[src/rtl/data_stream_tagger_pkg.sv]
// data_stream_tagger_pkg
//   Shared types and constants for the data stream tagger.
//   - state_t        : PASS / MARK controller states
//   - marker word    : [31:24] header, [23:0] payload
//   - DEF_MARK_HDR   : default marker header byte
//   - make_marker()  : assembles a marker word from header and payload
package data_stream_tagger_pkg;

  localparam int unsigned DATA_W     = 32;
  localparam int unsigned WCNT_W     = 16;
  localparam int unsigned MCNT_W     = 24;

  localparam int unsigned HDR_MSB    = 31;
  localparam int unsigned HDR_LSB    = 24;
  localparam int unsigned PAY_MSB    = 23;
  localparam int unsigned PAY_LSB    = 0;

  localparam logic [7:0]  DEF_MARK_HDR = 8'hFE;

  typedef enum logic {
    ST_PASS = 1'b0,
    ST_MARK = 1'b1
  } state_t;

  function automatic logic [DATA_W-1:0] make_marker(
    input logic [HDR_MSB-HDR_LSB:0] hdr,
    input logic [PAY_MSB-PAY_LSB:0] payload
  );
    logic [DATA_W-1:0] w;
    w = '0;
    w[HDR_MSB:HDR_LSB] = hdr;
    w[PAY_MSB:PAY_LSB] = payload;
    return w;
  endfunction

endpackage

[src/rtl/tagger_out_stage.sv]
// tagger_out_stage
//   Single registered output stage with valid/ready handshake.
//   Ports:
//     i_clk, i_rst_n  : clock, async active-low reset
//     i_load          : capture i_data this cycle (only asserted when o_free)
//     i_data          : word to capture
//     i_out_ready     : downstream accepts the presented word
//     o_valid, o_data : presented word
//     o_free          : register may be (re)loaded this cycle
module tagger_out_stage
  import data_stream_tagger_pkg::*;
(
  input  logic              i_clk,
  input  logic              i_rst_n,
  input  logic              i_load,
  input  logic [DATA_W-1:0] i_data,
  input  logic              i_out_ready,
  output logic              o_valid,
  output logic [DATA_W-1:0] o_data,
  output logic              o_free
);

  logic              r_valid;
  logic [DATA_W-1:0] r_data;

  // Free when empty or when the current word leaves this cycle; loads only
  // happen when free, so a stalled word is never overwritten.
  assign o_free  = !r_valid || i_out_ready;
  assign o_valid = r_valid;
  assign o_data  = r_data;

  always_ff @(posedge i_clk or negedge i_rst_n) begin
    if (!i_rst_n) begin
      r_valid <= 1'b0;
      r_data  <= '0;
    end else if (i_load) begin
      r_valid <= 1'b1;
      r_data  <= i_data;
    end else if (i_out_ready) begin
      r_valid <= 1'b0;
    end
  end

endmodule

[src/rtl/data_stream_tagger.sv]
// data_stream_tagger
//   Passes 32-bit words from an upstream arbiter to a BRAM FIFO and, when
//   ENABLE is high, inserts a marker word {MARK_HDR, payload} after every
//   MARK_PERIOD data words. Payload is the marker count before increment.
//   Optional macro TAGGER_TIMESTAMP_EN: payload becomes a free-running
//   24-bit BUS_CLK cycle counter sampled on the marker load cycle.
//   Ports:
//     BUS_CLK, BUS_RST_N           : clock, async active-low reset
//     ENABLE                       : marker insertion enable
//     IN_VALID, IN_DATA, IN_READY  : upstream handshake
//     OUT_VALID, OUT_DATA, OUT_READY : downstream handshake
//     MARK_COUNT                   : markers emitted since reset (wraps)
module data_stream_tagger
  import data_stream_tagger_pkg::*;
#(
  parameter int unsigned MARK_PERIOD = 256,
  parameter logic [7:0]  MARK_HDR    = DEF_MARK_HDR
) (
  input  logic              BUS_CLK,
  input  logic              BUS_RST_N,
  input  logic              ENABLE,
  input  logic              IN_VALID,
  input  logic [DATA_W-1:0] IN_DATA,
  output logic              IN_READY,
  output logic              OUT_VALID,
  output logic [DATA_W-1:0] OUT_DATA,
  input  logic              OUT_READY,
  output logic [MCNT_W-1:0] MARK_COUNT
);

  localparam logic [WCNT_W-1:0] W_LAST = WCNT_W'(MARK_PERIOD - 1);

  state_t              r_state;
  state_t              w_state_nxt;
  logic [WCNT_W-1:0]   r_wcnt;
  logic [MCNT_W-1:0]   r_mcnt;
  logic [MCNT_W-1:0]   w_payload;
  logic                w_free;
  logic                w_in_ready;
  logic                w_mark_load;
  logic                w_accept;
  logic                w_load;
  logic [DATA_W-1:0]   w_load_data;
  logic                w_last_word;

  assign w_accept    = IN_VALID && w_in_ready;
  assign w_last_word = ENABLE && (r_wcnt == W_LAST);

  // FSM: state register
  always_ff @(posedge BUS_CLK or negedge BUS_RST_N) begin
    if (!BUS_RST_N) r_state <= ST_PASS;
    else            r_state <= w_state_nxt;
  end

  // FSM: next state
  always_comb begin
    w_state_nxt = r_state;
    case (r_state)
      ST_PASS: if (w_accept && w_last_word) w_state_nxt = ST_MARK;
      ST_MARK: if (w_free)                  w_state_nxt = ST_PASS;
      default:                              w_state_nxt = ST_PASS;
    endcase
  end

  // FSM: outputs. In MARK upstream is held off so no data word can slip
  // ahead of the pending marker.
  always_comb begin
    w_in_ready  = 1'b0;
    w_mark_load = 1'b0;
    case (r_state)
      ST_PASS: w_in_ready  = w_free;
      ST_MARK: w_mark_load = w_free;
      default: w_in_ready  = 1'b0;
    endcase
  end

  // Word counter is held at 0 while disabled, so re-enabling always starts a
  // fresh period.
  always_ff @(posedge BUS_CLK or negedge BUS_RST_N) begin
    if (!BUS_RST_N)    r_wcnt <= '0;
    else if (!ENABLE)  r_wcnt <= '0;
    else if (w_accept) r_wcnt <= (r_wcnt == W_LAST) ? '0 : r_wcnt + 1'b1;
  end

  always_ff @(posedge BUS_CLK or negedge BUS_RST_N) begin
    if (!BUS_RST_N)       r_mcnt <= '0;
    else if (w_mark_load) r_mcnt <= r_mcnt + 1'b1;
  end

`ifdef TAGGER_TIMESTAMP_EN
  logic [MCNT_W-1:0] r_ts;

  always_ff @(posedge BUS_CLK or negedge BUS_RST_N) begin
    if (!BUS_RST_N) r_ts <= '0;
    else            r_ts <= r_ts + 1'b1;
  end

  assign w_payload = r_ts;
`else
  assign w_payload = r_mcnt;
`endif

  // Accept and marker load are mutually exclusive (PASS vs MARK).
  assign w_load      = w_accept || w_mark_load;
  assign w_load_data = w_mark_load ? make_marker(MARK_HDR, w_payload) : IN_DATA;

  tagger_out_stage u_out (
    .i_clk       (BUS_CLK),
    .i_rst_n     (BUS_RST_N),
    .i_load      (w_load),
    .i_data      (w_load_data),
    .i_out_ready (OUT_READY),
    .o_valid     (OUT_VALID),
    .o_data      (OUT_DATA),
    .o_free      (w_free)
  );

  assign IN_READY   = w_in_ready;
  assign MARK_COUNT = r_mcnt;

endmodule
[config.mk]
export PLATFORM = sky130hd
export DESIGN_NAME = data_stream_tagger
export DESIGN_NICKNAME = d
export VERILOG_FILES = /design/src/rtl/data_stream_tagger_pkg.sv /design/src/rtl/tagger_out_stage.sv /design/src/rtl/data_stream_tagger.sv
export SDC_FILE = /design/constraint.sdc
export NUM_CORES = 1
export LEC_CHECK = 0
export ABC_AREA = 1
export BUFFER_PORTS_ARGS = -buffer_cell sky130_fd_sc_hd__buf_2
export CORE_AREA = 2 2 89 83
export CTS_CLUSTER_DIAMETER = 100
export DETAILED_ROUTE_END_ITERATION = 8
export DIE_AREA = 0 0 91 85
export MAX_ROUTING_LAYER = met4
export PLACE_DENSITY = 0.84
export SYNTH_ARGS = -nofsm -noshare
export SYNTH_HDL_FRONTEND = slang
export SYNTH_SLANG_ARGS = --single-unit
[constraint.sdc]
create_clock -name BUS_CLK -period 2.3 [get_ports BUS_CLK]
set_input_delay 0.115 -clock BUS_CLK [delete_from_list [all_inputs] [get_ports BUS_CLK]]
set_output_delay 0.115 -clock BUS_CLK [all_outputs]
set_load 0.05 [all_outputs]
* Yosys cells after proc, flatten, opt, wreduce, memory -nomap -nowiden
Index checks and enable logic that the tools add are counted.
Word-level totals: bits in registers 74, output and inout bits 58, logic and storage cells 28
Cells by class: add/sub/neg operators 2, equal/unequal tests 2, multiplexer cells 11, bitwise gates (word level) 1, reduce and logical (&&, ||, !) cells 7
Operators with widths (number):
- 16-bit two-way mux | 3
- 32-bit two-way mux | 1
- 24-bit by 1-bit adder with 24-bit output, second input constant | 1
- 16-bit by 1-bit adder with 16-bit output, second input constant | 1
- 16-bit by 8-bit == test with 1-bit output, second input constant | 1
- 1-bit two-way mux | 6
- 1-bit logical AND | 3
- 1-bit logical OR | 2
- 2-bit by 1-bit != test with 1-bit output, second input constant | 1
- 1-bit one-hot mux with 2 select lines | 1
- 2-bit nonzero test | 1
- 1-bit zero test | 1
- 1-bit NOT | 1

* Depth between registers and ports, before layout
depth after elaboration 7, mapped depth 9, depth with buffers taken out 9

* Hierarchy
A second synthesis with hierarchy kept.
Unflattened totals: cell total of the unflattened synthesis 503, area total of the unflattened synthesis 3849.9 um^2
By module, submodules not included:
- data_stream_tagger | instances 1, cells an instance 363, area an instance 2523.7 um^2, seq. area each 1026.0 um^2
- tagger_out_stage | instances 1, cells an instance 140, area an instance 1326.3 um^2, seq. area each 825.8 um^2

* Worst setup path after synthesis
No wires, ideal clock.
path kind register to register, start reg r_mcnt[1] (netlist: MARK_COUNT[1]), end reg r_mcnt[14] (netlist: MARK_COUNT[14]), data arrival time 1608 ps, slack 569 ps, stages on the path, launching flop included 6, clock period less this slack 1731 ps, cells stage by stage dfrtp_1 > ha_1 > nand3_1 > nor3_2 > nand2_1 > xor2_1
Between the ends: longest elaborated chain between the ends 1
Ends and longest elaborated chain:
- start: declaration | RTL line data_stream_tagger.sv:36 | logic [MCNT_W-1:0] r_mcnt;
- start signal: assignment | RTL line data_stream_tagger.sv:87 | else if (w_mark_load) r_mcnt <= r_mcnt + 1'b1;
- 24-bit by 1-bit adder with 24-bit output | RTL line data_stream_tagger.sv:87
Every way passes these cells. A chain may end at the register's enable or synchronous reset.

* Final worst setup path
start reg r_state, end reg u_out.r_data[3] (netlist: u_out.o_data[3])
Between the ends: longest elaborated chain between the ends 3, elaborated cells between the ends (all ways) 5, classes of those cells mux: 3; reduce/logical: 2
Ends and longest elaborated chain:
- start: declaration | RTL line data_stream_tagger.sv:33 | state_t r_state;
- start signal: assignment | RTL line data_stream_tagger.sv:52 | else r_state <= w_state_nxt;
- 1-bit two-way mux | RTL line data_stream_tagger.sv:70 | case (r_state)
- 1-bit logical AND | RTL line data_stream_tagger.sv:46 | assign w_accept = IN_VALID && w_in_ready;
- 1-bit logical OR | RTL line data_stream_tagger.sv:104 | assign w_load = w_accept || w_mark_load;
- end signal: assignment | RTL line tagger_out_stage.sv:38 | r_data <= i_data;
- end: declaration | RTL line tagger_out_stage.sv:24 | logic [DATA_W-1:0] r_data;
Parallel ways exist; a longest one is shown, timed or not.

==> reports/qor.txt <==
Die X: 91 um
Slew Viols, Final: 0
Post-cts gate resize count: 0
Final Hold Vio Count: 0
Via/cell ratio: 5.19
Largest net degree at the start of global routing: 75
Via count: 3,693
Avg Cell Area, Syn: 7.55 sq um
Initial antenna violation count: 0
Synthesized area: 3830 sq um
Ys Warns: 0
Total wire length: 9720 um
Critical path cell sequence: inv_2 -> nand3_2 -> inv_2 -> nor2_4 -> inv_2 -> o21a_1
Crit-path slowest cell: nor2_4
Number of global-route vias before repair: 3,471
First drt pass iteration count: 5
CTS Buffer Depth: 2
CP Buf/Inv Count: 3
Max-Cap Viols: 0
Max Clock Freq: 0.563 GHz
Fin crit share: 77.2%
#FFs+latches synth: 74
Distinct cells, synth: 30
Total core area: 6820 sq um
RSZ-0062 raised after global routing: no
Total track usage: 27.3%
Final Setup Violations: 0
Worst Skew: 0.00853 ns
Commonest cells after routing, fill and taps aside: 204 x nand2_1, 93 x buf_2, 74 x dfrtp_1
# clock sinks: 74
Layout area overhead: 21.8%
Run status: finished clean
Post-Synthesis Cells: 508
CTS tree: built
Post-Place Cells: 686
Top-area cell type share of the netlist area: 48.3%
Initial core utilization: 56.2%
Syn Nets: 547
Crit path required time: 2.55 ns
HPWL Detailed: 7140 um
Setup bufs post-CTS: 0
Placer Congestion: 0.914
Critical path capture point type: flip-flop
Drc violations: 0
Arr. time, crit path: 2.03 ns
CTS Hold Bufs: 10
Crit path max-delay family: simple AND/OR/NAND/NOR gates
Worst vdd ir: 0.000404 V
DRT antenna net count: 0
TNS Setup: 0 ns
Area leader, netlist: dfrtp_1
Post-synthesis sequential area ratio: 48.3%
Final net count: 653
DIE HEIGHT: 85 um
Worst skew pair latency: 0.35 ns
Worst-margin pin slew: 0.921 ns
Startpoint Class: flip-flop
# diodes: 0
I/O Buffers: 94
CP Max Fanout: 21
Post-Layout Cell Count: 712
Synth area leaders: dfrtp_1 48%, nand2_1 20%, inv_1 4.5%, nand3_1 3.8%, nor2_1 3.7%
Num rows: 29
First-pass GRT wire length: 16,300 um
Initial DRC count: 281
Fin crit period: 1.77 ns
Wire length per cell: 13.7 um
Most frequent cell on the critical path: inv_2
Number of buffers created by CTS: 9
Leakage power: 2.53 nW
H-tree depth: 3
Gr ovfl total: 0
Clock-pin slew on the worst setup and hold paths: 0.09 ns
DIE AREA: 7740 sq um
Most common cell after layout, fill and taps aside: nand2_1
CTS Root Cell: clkbuf_8
PwrDens: 641 nW/um^2
I/O pin total: 95
Layout cells sized above 1: 22.0%
Post-layout util: 68.5%
Worst path max stage delay: 0.43 ns
Worst hold path class: primary input to flip-flop
Relative slew slack: 38.6%
Critical path type: flip-flop to flip-flop
[power breakdown]
group	total (W)	internal (W)	switching, W
clock network	0.000941	0.000408	0.000533
registers	0.00144	0.00138	0.0000531
logic	0.000620	0.000147	0.000473
[per-stage QoR]
stage	power (W)	cell area [sq um]	hold WS (ns)	setup slack, ns
CTS	0.00302	4670	0.0576	0.528
global route	0.00313	4670	0.0627	0.334
detailed placement	0.00207	4390	0.316	0.547
floorplan	0.00188	3830	-0.181	0.569
global placement	0.00206	4390	0.307	0.645
finish	0.00300	4670	0.0716	0.525
[cells in the mapped netlist, drive strengths merged]
| master | count |
|---|---|
| nand2 | 208 |
| dfrtp | 74 |
| inv | 50 |
| nor2 | 44 |
| nand3 | 31 |
| o21ai | 31 |
| nand4 | 15 |
| xor2 | 14 |
| a21oi | 13 |
| buf | 11 |
| nor3 | 4 |
| clkbuf | 2 |
| ha | 2 |
| nand3b | 2 |
| or2 | 2 |
| xnor2 | 2 |
| a22o | 1 |
| o21a | 1 |
| o22ai | 1 |
[sequential cells by signal, summed over array words and instances (netlist names)]
| signal | count |
|---|---|
| r_state | 1 |
| u_out.o_data | 32 |
| u_out.o_valid | 1 |
| r_wcnt | 16 |
| MARK_COUNT | 24 |
[path summary, 6_finish.rpt]
| kind | end | cells after the start | slack [ns] | from |
|---|---|---|---|---|
| worst max-delay path | u_out.o_data[3]$_DFFE_PN0P_ | 6 | 0.53 | r_state$_DFF_PN0_ |
| worst min-delay path | u_out.o_valid$_DFFE_PN0P_ | 4 | 0.07 | OUT_READY |
| worst max register to register | u_out.o_data[3]$_DFFE_PN0P_ | 6 | 0.53 | r_state$_DFF_PN0_ |
| worst min register to register | u_out.o_data[15]$_DFFE_PN0P_ | 2 | 0.49 | u_out.o_data[15]$_DFFE_PN0P_ |
| max in group asynchronous | MARK_COUNT[13]$_DFFE_PN0P_ | 2 | 1.26 | BUS_RST_N |
| min in group asynchronous | r_wcnt[14]$_DFFE_PN0P_ | 2 | 0.42 | BUS_RST_N |
[tightest hold or removal path, cell delays in order]
cell and delay, ns:
buf_2 0.08, inv_1 0.05, nand2_4 0.09, nand2_1 0.06
[logic make-up after synthesis]
logic type | synth area share [%]
simple gates | 34.4
flops | 48.3
buf+inv | 6.59
compound gates | 6.43
xor+xnor | 3.65
fa+ha+maj | 0.652
[layer usage]
metal,vias up,global-route usage (%),wire length (um)
met5,-,-,0
met4,0,7.44,136
met3,11,5.51,645
met2,145,42.1,4630
met1,1724,37.3,4310
li1,1813,-,-
[cell type report]
type                    instances  area [sq um]
fillers                       571          2150
flip-flops and latches         74          1850
multi-input cells             371          1730
repair buffers                108           603
inverters                      50           188
clock buffers                   9           124
well taps                      93           116
clock inverters                 7          58.8
Note: power is estimated with default switching activity, not from simulation.
